### config.mk
export PLATFORM = sky130hd
export DESIGN_NAME = wb_perip_arbiter
export DESIGN_NICKNAME = d
export VERILOG_FILES = /design/src/rtl/wb_perip_arbiter_pkg.sv /design/src/rtl/wb_perip_arbiter_rr_arbiter.sv /design/src/rtl/wb_perip_arbiter.sv
export SDC_FILE = /design/constraint.sdc
export NUM_CORES = 1
export LEC_CHECK = 0
export ABC_AREA = 1
export BUFFER_PORTS_ARGS = -buffer_cell sky130_fd_sc_hd__buf_2
export CELL_PAD_IN_SITES_DETAIL_PLACEMENT = 1
export CELL_PAD_IN_SITES_GLOBAL_PLACEMENT = 2
export CORE_MARGIN = 1.5
export CORE_UTILIZATION = 13
export DETAILED_ROUTE_END_ITERATION = 16
export PLACE_DENSITY = 0.94
export SLEW_MARGIN = 20
export SYNTH_ARGS = -nofsm -noshare
export SYNTH_HDL_FRONTEND = slang
export SYNTH_HIERARCHICAL = 1
export SYNTH_SLANG_ARGS = --single-unit
### constraint.sdc
create_clock -name clk -period 2.5 [get_ports clk]
set_input_delay 0.5 -clock clk [delete_from_list [all_inputs] [get_ports clk]]
set_output_delay 0.5 -clock clk [all_outputs]
set_load 0.1 [all_outputs]
### src/rtl/wb_perip_arbiter_pkg.sv
// Shared configuration for the peripheral-bus arbiter: bus width defaults,
// watchdog sizing and the arbiter FSM state encoding.
package wb_perip_arbiter_pkg;

    localparam int unsigned WB_AD_WIDTH_DEFAULT  = 32;
    localparam int unsigned WB_DAT_WIDTH_DEFAULT = 32;
    localparam int unsigned ARB_TIMEOUT_DEFAULT  = 255;

    // Round-robin pointer is sized for the largest supported master count (4).
    localparam int unsigned PTR_W  = 2;
    localparam int unsigned WDOG_W = 8;

    typedef enum logic [1:0] {
        ARB_IDLE  = 2'd0,
        ARB_BUSY  = 2'd1,
        ARB_ABORT = 2'd2
    } arb_state_t;

endpackage

### src/rtl/wb_perip_arbiter_rr_arbiter.sv
// Combinational round-robin picker: returns a one-hot grant for the first
// active request found when searching upward from ptr, wrapping at NUM_M.
module rr_arbiter
    import wb_perip_arbiter_pkg::*;
#(
    parameter int unsigned NUM_M = 2
) (
    input  logic [NUM_M-1:0] req,
    input  logic [PTR_W-1:0] ptr,
    output logic [NUM_M-1:0] grant
);

    logic found;

    // Scan offsets from the pointer; the inner loop keeps every bit select
    // constant so the index never needs to be narrowed.
    always_comb begin
        grant = '0;
        found = 1'b0;
        for (int unsigned i = 0; i < NUM_M; i++) begin
            for (int unsigned j = 0; j < NUM_M; j++) begin
                if (!found && req[j] && ((32'(ptr) + i) % NUM_M == j)) begin
                    grant[j] = 1'b1;
                    found    = 1'b1;
                end
            end
        end
    end

endmodule

### src/rtl/wb_perip_arbiter.sv
// Round-robin Wishbone arbiter sharing one peripheral slave port between
// NUM_M masters, with a per-access watchdog that aborts stalled accesses.
module wb_perip_arbiter
    import wb_perip_arbiter_pkg::*;
#(
    parameter int unsigned NUM_M        = 2,
    parameter int unsigned WB_AD_WIDTH  = WB_AD_WIDTH_DEFAULT,
    parameter int unsigned WB_DAT_WIDTH = WB_DAT_WIDTH_DEFAULT,
    parameter int unsigned TIMEOUT      = ARB_TIMEOUT_DEFAULT
) (
    input  logic                                clk,
    input  logic                                rst_n,
    input  logic [NUM_M-1:0]                    m_cyc_i,
    input  logic [NUM_M-1:0]                    m_stb_i,
    input  logic [NUM_M-1:0]                    m_we_i,
    input  logic [NUM_M*WB_AD_WIDTH-1:0]        m_addr_i,
    input  logic [NUM_M*WB_DAT_WIDTH-1:0]       m_wdata_i,
    input  logic [NUM_M*(WB_DAT_WIDTH/8)-1:0]   m_sel_i,
    output logic [WB_DAT_WIDTH-1:0]             m_rdata_o,
    output logic [NUM_M-1:0]                    m_ack_o,
    output logic [NUM_M-1:0]                    m_err_o,
    output logic                                s_cyc_o,
    output logic                                s_stb_o,
    output logic                                s_we_o,
    output logic [WB_AD_WIDTH-1:0]              s_addr_o,
    output logic [WB_DAT_WIDTH-1:0]             s_wdata_o,
    output logic [WB_DAT_WIDTH/8-1:0]           s_sel_o,
    input  logic [WB_DAT_WIDTH-1:0]             s_rdata_i,
    input  logic                                s_ack_i,
    output logic [NUM_M-1:0]                    grant_o
);

    localparam int unsigned SEL_W = WB_DAT_WIDTH / 8;
    // Abort is decided in the stalled cycle that would bring the count to
    // TIMEOUT, so an ACK arriving in that same cycle still wins.
    localparam logic [WDOG_W-1:0] WDOG_LAST = WDOG_W'(TIMEOUT - 1);

    arb_state_t               state, state_nxt;
    logic [NUM_M-1:0]         grant, grant_nxt, arb_grant;
    logic [PTR_W-1:0]         rr_ptr, rr_ptr_nxt, ptr_after;
    logic [WDOG_W-1:0]        wdog, wdog_nxt;
    logic                     bus_on, err_on;
    logic                     cyc_g, stb_g, we_g;
    logic [WB_AD_WIDTH-1:0]   addr_g;
    logic [WB_DAT_WIDTH-1:0]  wdata_g;
    logic [SEL_W-1:0]         sel_g;

    rr_arbiter #(.NUM_M(NUM_M)) u_rr_arbiter (
        .req   (m_cyc_i),
        .ptr   (rr_ptr),
        .grant (arb_grant)
    );

    assign grant_o = grant;

    // Select the granted master's request signals and the pointer that
    // follows it once its tenure ends.
    always_comb begin
        cyc_g     = 1'b0;
        stb_g     = 1'b0;
        we_g      = 1'b0;
        addr_g    = '0;
        wdata_g   = '0;
        sel_g     = '0;
        ptr_after = '0;
        for (int unsigned i = 0; i < NUM_M; i++) begin
            if (grant[i]) begin
                cyc_g     = m_cyc_i[i];
                stb_g     = m_stb_i[i];
                we_g      = m_we_i[i];
                addr_g    = m_addr_i[i*WB_AD_WIDTH +: WB_AD_WIDTH];
                wdata_g   = m_wdata_i[i*WB_DAT_WIDTH +: WB_DAT_WIDTH];
                sel_g     = m_sel_i[i*SEL_W +: SEL_W];
                ptr_after = (i + 1 == NUM_M) ? '0 : PTR_W'(i + 1);
            end
        end
    end

    // State, grant, round-robin pointer and watchdog registers.
    always_ff @(posedge clk or negedge rst_n) begin
        if (!rst_n) begin
            state  <= ARB_IDLE;
            grant  <= '0;
            rr_ptr <= '0;
            wdog   <= '0;
        end else begin
            state  <= state_nxt;
            grant  <= grant_nxt;
            rr_ptr <= rr_ptr_nxt;
            wdog   <= wdog_nxt;
        end
    end

    // Next-state logic: arbitrate in IDLE, hold tenure in BUSY, one-cycle ABORT.
    always_comb begin
        state_nxt  = state;
        grant_nxt  = grant;
        rr_ptr_nxt = rr_ptr;
        wdog_nxt   = wdog;
        bus_on     = 1'b0;
        err_on     = 1'b0;
        unique case (state)
            ARB_IDLE: begin
                wdog_nxt = '0;
                if (|m_cyc_i) begin
                    grant_nxt = arb_grant;
                    state_nxt = ARB_BUSY;
                end
            end
            ARB_BUSY: begin
                bus_on = 1'b1;
                if (!cyc_g) begin
                    rr_ptr_nxt = ptr_after;
                    grant_nxt  = '0;
                    wdog_nxt   = '0;
                    state_nxt  = ARB_IDLE;
                end else if (!stb_g || s_ack_i) begin
                    wdog_nxt = '0;
                end else if (wdog == WDOG_LAST) begin
                    wdog_nxt  = '0;
                    state_nxt = ARB_ABORT;
                end else begin
                    wdog_nxt = wdog + WDOG_W'(1);
                end
            end
            ARB_ABORT: begin
                err_on   = 1'b1;
                wdog_nxt = '0;
                if (cyc_g) begin
                    state_nxt = ARB_BUSY;
                end else begin
                    rr_ptr_nxt = ptr_after;
                    grant_nxt  = '0;
                    state_nxt  = ARB_IDLE;
                end
            end
            default: begin
                grant_nxt = '0;
                state_nxt = ARB_IDLE;
            end
        endcase
    end

    // Slave-side mux and master-side response routing; everything is gated
    // by state so an async reset drops all outputs immediately.
    always_comb begin
        s_cyc_o   = bus_on & cyc_g;
        s_stb_o   = bus_on & stb_g;
        s_we_o    = bus_on & we_g;
        s_addr_o  = bus_on ? addr_g  : '0;
        s_wdata_o = bus_on ? wdata_g : '0;
        s_sel_o   = bus_on ? sel_g   : '0;
        m_rdata_o = bus_on ? s_rdata_i : '0;
        m_ack_o   = (bus_on && cyc_g && stb_g && s_ack_i) ? grant : '0;
        m_err_o   = err_on ? grant : '0;
    end

endmodule

==> impl_metrics.json <==
{
  "die_x_um": 134,
  "cts.sinks": 13,
  "status": "completed",
  "via_per_inst": 4.14,
  "drtAntennaViolNets": 0,
  "layout_commonest_cell": "nand2_1",
  "hold_violations": 0,
  "die_area_um2": 17800,
  "finalSetupViolations": 0,
  "rows": 47,
  "post_cts_resized": 0,
  "rsz0062_at_grt": "false",
  "final-instance-count-excl-fill": 917,
  "area_growth_pct": 173,
  "fin_crit_sh": 0.932,
  "ys_warn_count": 6,
  "routed_wl_um": 13900,
  "clock-root-buffer": "clkbuf_16",
  "antenna_found_initial": 0,
  "cp-end-kind": "output port",
  "critPathArrivalTime_ns": 1.83,
  "tightest_slew_ns": 0.504,
  "clock_skew_ns": 0.00308,
  "wl_per_cell_um": 15.1,
  "antenna_cells": 0,
  "io_pins": 286,
  "cts_hold_buffers": 0,
  "pre_cts_slack_ns": 0.416,
  "setup_tns_ns": 0,
  "path_class": "flop to output port",
  "die_height_um": 134,
  "cp_cell_sequence": "buf_4, nand2_4, nand2_4, nand3_4, nor2_4, buf_12",
  "r2r-start": "state[0]",
  "critPathRequiredTime_ns": 2.00,
  "gr-total-overflow": 0,
  "crit_path_start_kind": "flop",
  "p_per_area_nw_per_um2": 1450,
  "wl_met1_um": 5260,
  "firstDrtPassIters": 4,
  "h-tree-depth": 1,
  "wl_met2_um": 7390,
  "startpoint": "grant_o[1]",
  "clk_pin_slew_ns": 0.05,
  "finalPower_mw": 8.75,
  "drcViolationCount": 0,
  "drtIter0Drc": 92,
  "critPathMostFrequentCell": "nand2_4",
  "fmax_mhz": 429,
  "max_cap_viol_count": 0,
  "route.met3.wl_um": 1130,
  "topRoutingLayerUsed": "met4",
  "grt_pass1_wl_um": 21800,
  "drive_gt1_frac": 0.555,
  "grt_use_total": 0.151,
  "synth_nets": 613,
  "cts_tree": "done",
  "final_cell_mix": "nand2_1, buf_2, buf_12",
  "crit_fanout": 35,
  "fp.coreArea_um2": 16600,
  "grt_max_degree": 70,
  "r2r-end": "wdog[4]",
  "place_congestion": 0.754,
  "rr_worst_depth": 6,
  "leakagePower_nw": 2.74,
  "clockBufferDepth": 2,
  "n_fill_cell": 2047,
  "avgSynthCellArea_um2": 5.17,
  "r2r_slack_ns": 0.88,
  "slowest_stage": "dfrtp_4",
  "postCtsSetupBuffers": 0,
  "maxSlewHeadroom": 0.666,
  "min_period_ns": 2.33,
  "layout.nets": 882,
  "syn_area_um2": 2220,
  "clk_latency_ns": 0.25,
  "placed_cells_incl_taps": 913,
  "drv_slew": 0,
  "cts_made_buffers": 3,
  "max_stage_delay_ns": 0.47,
  "hpwlAfterDp_um": 11500,
  "setup_slack_ns": 0.171,
  "hold_class": "input port to async pin",
  "grt_pass1_vias": 4197,
  "max-vdd-ir-drop_v": 0.000745,
  "syn_inst": 429,
  "initial_core_util": 0.133,
  "post-route-util": 0.364,
  "num_vias": 3795,
  "io_buffers": 285
}
metrics by stage:
step / instance area, µm² / hold slack (ns)
2_1_floorplan: 2750 / 0.204
3_3_place_gp: 5970 / 0.412
3_5_place_dp: 5970 / 0.417
4_1_cts: 6050 / 0.156
5_1_grt: 6050 / 0.170
6_report: 6050 / 0.148
where the power goes:
group	switching [mW]	total [mW]	leakage [nW]	internal, mW
Clock	0.106	0.320	0.0409	0.214
Combinational	5.65	8.11	2.53	2.46
Sequential	0.0573	0.312	0.174	0.255
critical path: cells and delay by family (launching register included):
kind                   cells  cell delay [ns]
buffers and inverters      2             0.57
flip-flops                 1             0.47
AND/OR/NAND/NOR            4             0.54
worst max path at each step:
stage / to / cells after the start
final: m_ack_o[1] / 6
after floorplan: m_ack_o[0] / 6
after global routing: m_rdata_o[2] / 6
after CTS: m_ack_o[1] / 6
after detailed placement: m_ack_o[1] / 6
after global placement: m_ack_o[0] / 6
flip-flops by register name, indices dropped and copies added, names as in the netlist:
| signal | flops |
|---|---|
| state | 2 |
| grant_o | 2 |
| wdog | 8 |
| rr_ptr | 1 |
routing by layer:
layer | GRT usage | vias up
met2 | 0.295 | 167
met3 | 0.0396 | 10
met5 | 0 | -
met4 | 0.0145 | 0
li1 | - | 1858
met1 | 0.168 | 1760
cell type report:
type | count | area [µm²] | area share
clock buffers | 3 | 75.1 | 0.0124
clock inverters | 1 | 5.00 | 0.000827
inverters | 52 | 198 | 0.0327
multi-input cells | 337 | 2080 | 0.344
flip-flops and latches | 13 | 333 | 0.0550
well taps | 220 | 275 | 0.0455
repair buffers | 291 | 3090 | 0.510
Power figures use the tool's default switching activity.
